<file path="src/rtl/rvx_mtimer_pkg.sv">
// Shared definitions for the rvx machine timer: register offsets, control bit
// positions, reset constants and the byte-strobe merge helper.
package rvx_mtimer_pkg;

  typedef enum logic [2:0] {
    REG_MTIME_LO    = 3'd0,
    REG_MTIME_HI    = 3'd1,
    REG_MTIMECMP_LO = 3'd2,
    REG_MTIMECMP_HI = 3'd3,
    REG_CONTROL     = 3'd4,
    REG_PRESCALER   = 3'd5,
    REG_UNMAPPED_6  = 3'd6,
    REG_UNMAPPED_7  = 3'd7
  } reg_addr_e;

  localparam int unsigned CTRL_ENABLE_BIT = 0;
  localparam logic [63:0] MTIMECMP_RESET  = 64'hFFFF_FFFF_FFFF_FFFF;

  // Byte lanes with their strobe set take the new data; the rest keep old_val.
  function automatic logic [31:0] apply_wstrobe(input logic [31:0] old_val,
                                                input logic [31:0] new_val,
                                                input logic [3:0]  strobe);
    logic [31:0] merged;
    merged = old_val;
    for (int i = 0; i < 4; i++) begin
      if (strobe[i]) merged[8*i +: 8] = new_val[8*i +: 8];
    end
    return merged;
  endfunction

endpackage

</file>
<file path="src/rtl/rvx_mtimer_if.sv">
// rvx data-bus responder port: one-cycle read/write requests answered one
// clock later.
interface rvx_mtimer_if;
  logic [31:0] address;
  logic [31:0] rdata;
  logic        rrequest;
  logic        rresponse;
  logic [31:0] wdata;
  logic [3:0]  wstrobe;
  logic        wrequest;
  logic        wresponse;

  modport master (
    output address, rrequest, wdata, wstrobe, wrequest,
    input  rdata, rresponse, wresponse
  );

  modport slave (
    input  address, rrequest, wdata, wstrobe, wrequest,
    output rdata, rresponse, wresponse
  );
endinterface

</file>
<file path="src/rtl/rvx_mtimer_prescaler.sv">
// Prescale counter: tick_o pulses once every (prescaler_i+1) enabled clocks.
module rvx_mtimer_prescaler (
  input  logic        clock,
  input  logic        reset,
  input  logic        enable_i,
  input  logic [31:0] prescaler_i,
  input  logic        clear_i,
  output logic        tick_o
);

  logic [31:0] count_q;

  assign tick_o = enable_i && (count_q == prescaler_i);

  // NOTE: sequential state is updated with non-blocking assignments so every
  // register samples the pre-edge values, independent of block ordering.
  always_ff @(posedge clock or posedge reset) begin
    if (reset) begin
      count_q <= '0;
    end else if (clear_i) begin
      count_q <= '0;
    end else if (enable_i) begin
      count_q <= tick_o ? 32'd0 : count_q + 32'd1;
    end
  end

endmodule

</file>
<file path="src/rtl/rvx_mtimer.sv">
// Memory-mapped 64-bit machine timer (mtime/mtimecmp) with prescaler, serving
// the rvx data bus and driving the core's timer value and timer interrupt.
module rvx_mtimer
  import rvx_mtimer_pkg::*;
#(
  parameter logic [31:0] PRESCALER_RESET = 32'd0,
  parameter logic        ENABLE_RESET    = 1'b1
) (
  input  logic         clock,
  input  logic         reset,
  rvx_mtimer_if.slave  bus,
  output logic [63:0]  memory_mapped_timer,
  output logic         irq_timer
);

  logic [63:0] mtime_q, mtime_d;
  logic [63:0] mtimecmp_q, mtimecmp_d;
  logic        enable_q, enable_d;
  logic [31:0] prescaler_q, prescaler_d;
  logic [31:0] rdata_q, rdata_d;
  logic        rresponse_q;
  logic        wresponse_q;
  logic        irq_q, irq_d;
  logic        tick;
  logic        psc_clear;
  reg_addr_e   reg_sel;

  // Only address[4:2] selects a register; the decoder upstream owns the rest.
  logic addr_unused;
  assign addr_unused = ^{bus.address[31:5], bus.address[1:0]};

  assign reg_sel = reg_addr_e'(bus.address[4:2]);

  rvx_mtimer_prescaler u_prescaler (
    .clock       (clock),
    .reset       (reset),
    .enable_i    (enable_q),
    .prescaler_i (prescaler_q),
    .clear_i     (psc_clear),
    .tick_o      (tick)
  );

  // NOTE: every signal driven here gets a default first, so no path leaves it
  // unassigned and no latch is inferred.
  always_comb begin
    mtime_d     = tick ? mtime_q + 64'd1 : mtime_q;
    mtimecmp_d  = mtimecmp_q;
    enable_d    = enable_q;
    prescaler_d = prescaler_q;
    psc_clear   = 1'b0;
    if (bus.wrequest) begin
      // Written bytes of mtime override the increment; the others keep it.
      case (reg_sel)
        REG_MTIME_LO:    mtime_d[31:0]     = apply_wstrobe(mtime_d[31:0], bus.wdata, bus.wstrobe);
        REG_MTIME_HI:    mtime_d[63:32]    = apply_wstrobe(mtime_d[63:32], bus.wdata, bus.wstrobe);
        REG_MTIMECMP_LO: mtimecmp_d[31:0]  = apply_wstrobe(mtimecmp_q[31:0], bus.wdata, bus.wstrobe);
        REG_MTIMECMP_HI: mtimecmp_d[63:32] = apply_wstrobe(mtimecmp_q[63:32], bus.wdata, bus.wstrobe);
        REG_CONTROL: begin
          if (bus.wstrobe[0]) enable_d = bus.wdata[CTRL_ENABLE_BIT];
        end
        REG_PRESCALER: begin
          prescaler_d = apply_wstrobe(prescaler_q, bus.wdata, bus.wstrobe);
          psc_clear   = 1'b1;
        end
        default: ;
      endcase
    end
  end

  // Reads always see the pre-write register contents.
  always_comb begin
    rdata_d = '0;
    if (bus.rrequest) begin
      case (reg_sel)
        REG_MTIME_LO:    rdata_d = mtime_q[31:0];
        REG_MTIME_HI:    rdata_d = mtime_q[63:32];
        REG_MTIMECMP_LO: rdata_d = mtimecmp_q[31:0];
        REG_MTIMECMP_HI: rdata_d = mtimecmp_q[63:32];
        REG_CONTROL:     rdata_d[CTRL_ENABLE_BIT] = enable_q;
        REG_PRESCALER:   rdata_d = prescaler_q;
        default:         rdata_d = '0;
      endcase
    end
  end

  assign irq_d = (mtime_d >= mtimecmp_d);

  always_ff @(posedge clock or posedge reset) begin
    if (reset) begin
      mtime_q     <= '0;
      mtimecmp_q  <= MTIMECMP_RESET;
      enable_q    <= ENABLE_RESET;
      prescaler_q <= PRESCALER_RESET;
      rdata_q     <= '0;
      rresponse_q <= 1'b0;
      wresponse_q <= 1'b0;
      irq_q       <= 1'b0;
    end else begin
      mtime_q     <= mtime_d;
      mtimecmp_q  <= mtimecmp_d;
      enable_q    <= enable_d;
      prescaler_q <= prescaler_d;
      rdata_q     <= rdata_d;
      rresponse_q <= bus.rrequest;
      wresponse_q <= bus.wrequest;
      irq_q       <= irq_d;
    end
  end

  assign bus.rdata           = rdata_q;
  assign bus.rresponse       = rresponse_q;
  assign bus.wresponse       = wresponse_q;
  assign memory_mapped_timer = mtime_q;
  assign irq_timer           = irq_q;

endmodule
</file>
<file path="src/flat_wrapper.sv">
// flat-port wrapper written by rule: the top's interface ports become plain ports
module rvx_mtimer_flat import rvx_mtimer_pkg::*;
#(
  parameter logic [31:0] PRESCALER_RESET = 32'd0,
  parameter logic        ENABLE_RESET    = 1'b1
)
  (clock, reset, memory_mapped_timer, irq_timer, bus_address, bus_rrequest, bus_wdata, bus_wstrobe, bus_wrequest, bus_rdata, bus_rresponse, bus_wresponse);
  rvx_mtimer_if bus_i ();
  input  logic clock;
  input  logic reset;
  output logic [63:0] memory_mapped_timer;
  output logic irq_timer;
  input wire logic [$bits(bus_i.address)-1:0] bus_address;
  input wire logic [$bits(bus_i.rrequest)-1:0] bus_rrequest;
  input wire logic [$bits(bus_i.wdata)-1:0] bus_wdata;
  input wire logic [$bits(bus_i.wstrobe)-1:0] bus_wstrobe;
  input wire logic [$bits(bus_i.wrequest)-1:0] bus_wrequest;
  output wire logic [$bits(bus_i.rdata)-1:0] bus_rdata;
  output wire logic [$bits(bus_i.rresponse)-1:0] bus_rresponse;
  output wire logic [$bits(bus_i.wresponse)-1:0] bus_wresponse;
  assign bus_i.address = bus_address;
  assign bus_i.rrequest = bus_rrequest;
  assign bus_i.wdata = bus_wdata;
  assign bus_i.wstrobe = bus_wstrobe;
  assign bus_i.wrequest = bus_wrequest;
  assign bus_rdata = bus_i.rdata;
  assign bus_rresponse = bus_i.rresponse;
  assign bus_wresponse = bus_i.wresponse;
  rvx_mtimer #(.PRESCALER_RESET(PRESCALER_RESET), .ENABLE_RESET(ENABLE_RESET)) u_core (.clock(clock), .reset(reset), .bus(bus_i), .memory_mapped_timer(memory_mapped_timer), .irq_timer(irq_timer));
endmodule
</file>
<file path="config.mk">
export PLATFORM = sky130hd
export DESIGN_NAME = rvx_mtimer_flat
export DESIGN_NICKNAME = d
export VERILOG_FILES = /design/src/rtl/rvx_mtimer_pkg.sv /design/src/rtl/rvx_mtimer_if.sv /design/src/rtl/rvx_mtimer_prescaler.sv /design/src/rtl/rvx_mtimer.sv /design/src/flat_wrapper.sv
export SDC_FILE = /design/constraint.sdc
export NUM_CORES = 1
export LEC_CHECK = 0
export BUFFER_PORTS_ARGS = -buffer_cell sky130_fd_sc_hd__buf_2
export CAP_MARGIN = 10
export CORE_ASPECT_RATIO = 1.4
export CORE_MARGIN = 1
export CORE_UTILIZATION = 60
export CTS_BUF_LIST = sky130_fd_sc_hd__clkbuf_8
export DETAILED_ROUTE_END_ITERATION = 12
export PLACE_DENSITY = 0.88
export SLEW_MARGIN = 5
export SYNTH_ARGS = -nofsm -noshare
export SYNTH_HDL_FRONTEND = slang
export SYNTH_HIERARCHICAL = 1
export SYNTH_SLANG_ARGS = --single-unit
</file>
<file path="constraint.sdc">
create_clock -name clock -period 10.9 [get_ports clock]
set_input_delay 2.18 -clock clock [delete_from_list [all_inputs] [get_ports clock]]
set_output_delay 2.18 -clock clock [all_outputs]
set_load 0.1 [all_outputs]
</file>
* Word-level counts from Yosys, hierarchy flattened
Cells that the tools add are included.
Widths: inputs -> output; s select.
** Word-level totals
- Register bits after elaboration :: 228
** Cells by class
- Add/sub/neg operators :: 2
- $lt $le $gt $ge :: 1
- Equal/unequal tests :: 6
- Multiplexer cells :: 31
- Reduce and logical (&&, ||, !) cells :: 8
** Operator list (number)
- $mux 32 :: 8
- $mux 64 :: 3
- $pmux 31 s5 :: 1
- $mux 8 :: 16
- $add 64x1->64 const B :: 1
- $ge 64x64->1 :: 1
- $add 32x1->32 const B :: 1
- $eq 32x32->1 :: 1
- $reduce_and 3->1 :: 5
- $eq 3x2->1 const B :: 2
- $eq 3x3->1 const B :: 2
- $pmux 1 s6 :: 1
- $eq 3x1->1 const B :: 1
- $logic_not 3->1 :: 1
- $mux 1 :: 2
- $reduce_bool 2->1 :: 1
- $logic_and 1x1->1 :: 1

* Longest topological paths before layout
- Word-level depth :: 7
- Mapped depth :: 20

* Modules after synthesis
The synthesis kept the hierarchy.
** By module, submodules not included
- rvx_mtimer :: instances 1, cells each 1075, area an instance 11050.6 µm², seq. area each 4986.0 µm²
- rvx_mtimer_prescaler :: instances 1, cells each 284, area an instance 2512.4 µm², seq. area each 800.8 µm²

* Worst setup path after synthesis
No wires, ideal clock.
- Path type :: in2reg
- Start :: in bus_wrequest
- End :: reg u_core.irq_q (netlist: u_core/irq_timer)
- Library setup time :: 0.087 ns
- Data arrival time :: 4.974 ns
- Setup slack :: 5.840 ns
- Stages :: 13
- Cell sequence :: clkbuf_1 -> nor2b_1 -> clkbuf_1 -> and3_1 -> clkbuf_1 -> buf_1 -> o21ai_1 -> ha_1 -> nand4_1 -> nor4_1 -> nand3_1 -> or3_1 -> o211ai_1
** Between the ends
- Word-level cells in the longest chain between the ends :: 2
- Elaborated cells between the ends (all ways) :: 3
- Classes of those cells :: order compare: 1; mux: 2
** Ends and longest elaborated chain
- from (decl) :: line flat_wrapper.sv:17 : input wire logic [$bits(bus_i.wrequest)-1:0] bus_wrequest;
- $mux 64 :: line rvx_mtimer.sv:51 : if (bus.wrequest) begin
- named net u_core.mtime_d[62] :: line rvx_mtimer.sv:16 : logic [63:0] mtime_q, mtime_d;
- $ge 64x64->1 :: line rvx_mtimer.sv:86 : assign irq_d = (mtime_d >= mtimecmp_d);
- named net u_core.irq_d :: line rvx_mtimer.sv:23 : logic irq_q, irq_d;
- to (signal assigned) :: line rvx_mtimer.sv:106 : irq_q <= irq_d;
- to (decl) :: line rvx_mtimer.sv:23
The timed path passes the listed nets, and every way through them passes these cells.
A chain may end at the register's enable or synchronous reset.

* Worst setup path in the final report
- Start :: reg u_core.enable_q
- End :: reg u_core.irq_q (netlist: u_core/irq_timer)
** Between the ends
- Word-level cells in the longest chain between the ends :: 6
- Elaborated cells between the ends (all ways) :: 14
- Classes of those cells :: order compare: 1; mux: 12; reduce/logical: 1
** Ends and longest elaborated chain
- from (decl) :: line rvx_mtimer.sv:18 : logic enable_q, enable_d;
- from (signal assigned) :: line rvx_mtimer.sv:101 : enable_q <= enable_d;
- $logic_and 1x1->1 * :: line rvx_mtimer_prescaler.sv:13 : assign tick_o = enable_i && (count_q == prescaler_i);
- named net u_core.tick :: line rvx_mtimer.sv:24 : logic tick;
- $mux 64 * :: line rvx_mtimer.sv:46 : mtime_d = tick ? mtime_q + 64'd1 : mtime_q;
- $mux 8 :: line rvx_mtimer_pkg.sv:26 : if (strobe[i]) merged[8*i +: 8] = new_val[8*i +: 8];
- $mux 32 :: line rvx_mtimer.sv:53 : case (reg_sel)
- $mux 64 * :: line rvx_mtimer.sv:51
- named net u_core.mtime_d[59] :: line rvx_mtimer.sv:16
- $ge 64x64->1 * :: line rvx_mtimer.sv:86
- named net u_core.irq_d :: line rvx_mtimer.sv:23
Mark *: on every way through the listed nets, which the timed path passes. The rest lies on a longest branch.

==> qor.log <==
qor: outcome.outcome finished, final reports clean
qor: grt.grt_max_degree 124
qor: routing.via_count 11679
qor: power_and_ir_drop.power.density 220 mW/mm2
qor: sta.slew-limit-headroom 0.177
qor: floorplan.dieArea 0.0232 mm2
qor: floorplan.top_level_ports 171
qor: finish.design_area 0.0152 mm2
qor: synthesis.synth.ff_latch_count 228
qor: synthesis.synth_sequential_area_ratio 0.427
qor: synthesis.post-synth-top-area-fraction 0.301
qor: critical_path.crit_chain nand3_1, nor4_4, and3_1, and4_1, nand3_2, nor4_4, nand4_1, xnor2_1, mux2_1, ha_1, nand4_1, nor4_1, nand3_1, or3_1, o211ai_1
qor: power_and_ir_drop.internal_power_contribution 1.83 mW
qor: clock_network.max-clock-path-buffers 3
qor: routing.final_antenna_violating_net_count 0
qor: grt.track_usage 0.358
qor: synthesis.synthesis.yosys.warnings 6
qor: critical_path.crit_path_start_kind flop
qor: finish.layout_cells_sized_above_1 0.275
qor: flow_run.timing.max_cap.violations 0
qor: clock_network.holdBufCountCts 0
qor: power_and_ir_drop.share_comb_of_total_power 0.397
qor: clock_network.cts_inserted_buffers 37
qor: grt.via_count_of_the_first_global_routing_pass 11998
qor: place.place_area 0.0145 mm2
qor: critical_path.worst_ep_arrival_time 6.67 ns
qor: grt.grt_pass1_wl 63700 um
qor: place.gp_congestion 0.971
qor: power_and_ir_drop.static-leakage-power 6.61 nW
qor: routing.post_drt_via_cell_ratio 6.43
qor: sta.max_slew_violation_total_from_the_final_report 0
qor: sta.report.final.setup_viol 0
qor: sta.period_minus_slack 6.21 ns
qor: clock_network.cts.repair_timing.setup_buffer_count 0
qor: synthesis.synth-edff-count 0
qor: floorplan.dieWidth 129 um
qor: critical_path.crit_required 11.36 ns
qor: synthesis.netlist.top_cell.by_area sky130_fd_sc_hd__dfrtp_1
qor: routing.drtIter0Drc 1216
qor: sta.setup_repair_after_global_routing_missed_its_margin false
qor: critical_path.crit_path_top_delay_cell sky130_fd_sc_hd__dfstp_2
qor: sta.layout_worst_path_cycle_share 0.570
qor: power_and_ir_drop.fraction_of_power_spent_switching_nets 0.453
qor: routing.overall_routed_net_length 40900 um
qor: critical_path.critical_path_peak_fanout 28
qor: place.place_hpwl 28800 um
qor: synthesis.synth.top_cells.by_area sky130_fd_sc_hd__dfrtp_1 30%, sky130_fd_sc_hd__dfstp_2 13%, sky130_fd_sc_hd__mux2_2 7.8%, sky130_fd_sc_hd__ha_1 6.1%, sky130_fd_sc_hd__nand2_1 3.8%
qor: synthesis.syn_nets 1497
qor: synthesis.syn_inst 1359
qor: floorplan.cell_row_count 64
qor: synthesis.most_frequently_used_flop_master_after_synthesis sky130_fd_sc_hd__dfrtp_1
qor: floorplan.coreArea 0.0220 mm2
qor: clock_network.numClockSinks 228
qor: sta.timing.setup.tns 0 ns
qor: sta.peak_clock_frequency_supported_by_timing 161 MHz
qor: critical_path.timing.critical_path.to_type flop
qor: clock_network.htree_num_levels 2
qor: finish.filler_cell_count 1613
qor: clock_network.clock-root-buffer sky130_fd_sc_hd__clkbuf_8
qor: routing.post-route-drc-count 0
qor: synthesis.synth_cell_types 75
qor: clock_network.cts.repair.resized 0
qor: clock_network.clkSlewWorstSetupHoldPaths 0.06 ns
qor: power_and_ir_drop.switchingPower 1.51 mW
qor: grt.gr-total-overflow 0
qor: clock_network.clock_insertion_delay_worst_skew 0.55 ns
qor: critical_path.slowest_delay 0.88 ns
qor: routing.route.detailed.wl_per_inst 22.5 um
qor: floorplan.fp.dieH 180 um
qor: hold_path.timing.hold.worst.class reg2reg
qor: power_and_ir_drop.clkPwrFrac 0.228
qor: clock_network.cts_tree done
qor: synthesis.postSynth.asyncResetShare 1.00
qor: sta.finalHoldViolations 0
qor: power_and_ir_drop.part_of_the_total_power_dissipated_in_sequential_elements 0.375
qor: finish.area_growth_syn_to_layout 12.2%
qor: power_and_ir_drop.ir_drop_worst_vdd 206 uV
qor: routing.drt_pass1_iterations 6
qor: place.placement.io_buffers 141
qor: finish.nets 1628
qor: grt.initial_antenna_violation_count 0
qor: critical_path.timing_worst_setup_path_type reg2reg
qor: synthesis.synthesis.area 0.0136 mm2
qor: sta.tightest_slew 1.22 ns
qor: floorplan.floorplan.initialDensity 0.616
qor: sta.fin_skew 0.0312 ns
qor: synthesis.average_size_of_a_mapped_cell 9.98 um2
-- routing by layer --
| layer | track usage | vias up | share of wire |
|---|---|---|---|
| li1 | - | 5141 | - |
| met4 | 0.227 | 0 | 0.069 |
| met5 | 0 | - | 0 |
| met2 | 0.598 | 643 | 0.49 |
| met1 | 0.430 | 5706 | 0.37 |
| met3 | 0.0527 | 189 | 0.073 |
-- synthesized netlist by cell type (7+ instances only) --
cell,number
sky130_fd_sc_hd__nand4_1,46
sky130_fd_sc_hd__mux2i_1,37
sky130_fd_sc_hd__a21oi_1,68
sky130_fd_sc_hd__mux2_2,94
sky130_fd_sc_hd__o21ai_1,16
sky130_fd_sc_hd__nand3_1,63
sky130_fd_sc_hd__dfrtp_1,163
sky130_fd_sc_hd__nor2_1,106
sky130_fd_sc_hd__xor2_1,51
sky130_fd_sc_hd__inv_1,76
sky130_fd_sc_hd__and4_1,8
sky130_fd_sc_hd__nor3_1,9
sky130_fd_sc_hd__nor4_1,9
sky130_fd_sc_hd__and2_1,9
sky130_fd_sc_hd__o21ai_0,58
sky130_fd_sc_hd__nor2b_1,7
sky130_fd_sc_hd__clkbuf_1,37
sky130_fd_sc_hd__a222oi_1,31
sky130_fd_sc_hd__dfstp_2,65
sky130_fd_sc_hd__xnor2_1,47
sky130_fd_sc_hd__ha_1,66
sky130_fd_sc_hd__nand2b_1,9
sky130_fd_sc_hd__buf_2,12
sky130_fd_sc_hd__nand2_1,136
sky130_fd_sc_hd__and3_1,21
-- kinds of logic (layout without fill, tap and decap cells) --
group / after synthesis / in the layout / synth area share
AND/OR/NAND/NOR: 465 / 465 / 0.185
AO/OA/AOI/OAI: 228 / 228 / 0.109
flip-flops: 228 / 228 / 0.427
buffers and inverters: 138 / 297 / 0.0440
multiplexers: 134 / 134 / 0.109
XOR/XNOR: 100 / 100 / 0.0657
adder cells (fa/ha/maj): 66 / 66 / 0.0609
other: 0 / 1 / 0
-- power by group through the flow --
stage / sequential, mW / clock (mW) / combinational, mW
final: 1.25 / 0.761 / 1.33
after global routing: 1.27 / 0.805 / 1.40
after CTS: 1.25 / 0.769 / 1.31
after detailed placement: 1.26 / 0 / 1.30
after global placement: 1.25 / 0 / 1.27
after floorplan: 1.64 / 0 / 0.600
-- layout by cell type, fill, tap and decap left out, types with 31 or more instances in the layout --
master,count
sky130_fd_sc_hd__a222oi_1,31
sky130_fd_sc_hd__o21ai_0,57
sky130_fd_sc_hd__clkbuf_8,49
sky130_fd_sc_hd__buf_2,141
sky130_fd_sc_hd__inv_1,85
sky130_fd_sc_hd__xor2_1,51
sky130_fd_sc_hd__mux2i_1,37
sky130_fd_sc_hd__dfstp_2,65
sky130_fd_sc_hd__dfrtp_1,163
sky130_fd_sc_hd__xnor2_1,47
sky130_fd_sc_hd__nand3_1,63
sky130_fd_sc_hd__nand2_1,136
sky130_fd_sc_hd__ha_1,66
sky130_fd_sc_hd__a21oi_1,68
sky130_fd_sc_hd__nand4_1,46
sky130_fd_sc_hd__mux2_2,94
sky130_fd_sc_hd__nor2_1,105
-- path summary, 6_finish.rpt --
| path | from | endpoint | slack, ns | cells past startpoint |
|---|---|---|---|---|
| worst max-delay path | u_core/enable_q | u_core/irq_timer | 4.69 | 15 |
| worst min-delay path | u_core/u_prescaler/count_q[31] | u_core/u_prescaler/count_q[31] | 0.56 | 1 |
| worst max register to register | u_core/enable_q | u_core/irq_timer | 4.69 | 15 |
| worst min register to register | u_core/u_prescaler/count_q[31] | u_core/u_prescaler/count_q[31] | 0.56 | 1 |
| max in group asynchronous | reset | u_core/bus.rdata[27] | 7.58 | 3 |
| min in group asynchronous | reset | u_core/bus.rdata[21] | 1.81 | 2 |
-- through the flow --
stage	utilization	total power, mW	setup slack, ns	hold WS, ns	std cells
after CTS	0.691	3.33	4.87	0.551	1815
after global placement	0.656	2.52	4.46	0.537	1748
after detailed placement	0.656	2.56	4.33	0.537	1748
after floorplan	-	2.24	3.49	0.505	1359
final	0.691	3.34	4.69	0.560	1816
after global routing	0.691	3.48	4.55	0.585	1815
-- state kept, by name, summed over array words and instances (netlist names) --
register                    flops
u_core/prescaler_q             32
u_core/u_prescaler/count_q     32
u_core/enable_q                 1
u_core/memory_mapped_timer     64
u_core/bus.wresponse            1
u_core/bus.rdata               32
u_core/irq_timer                1
u_core/bus.rresponse            1
u_core/mtimecmp_q              64
-- worst max-delay path: cells and delay by family (launching register included) --
family	cells	cell delay [ns]
fa+ha+maj	1	0.33
xor+xnor	1	0.17
flops	1	0.88
compound gates	1	0.16
simple gates	11	4.26
mux	1	0.32
-- final cells by class --
| cell class | count | area, um2 | share of cell area |
|---|---|---|---|
| repair buffers | 153 | 796 | 0.0523 |
| clock buffers | 49 | 674 | 0.0443 |
| flip-flops and latches | 228 | 5790 | 0.380 |
| clock inverters | 18 | 83.8 | 0.00551 |
| well taps | 297 | 372 | 0.0244 |
| diodes | 1 | 2.50 | 0.000165 |
| inverters | 77 | 297 | 0.0195 |
| multi-input cells | 993 | 7200 | 0.473 |
Power figures use the tool's default switching activity.
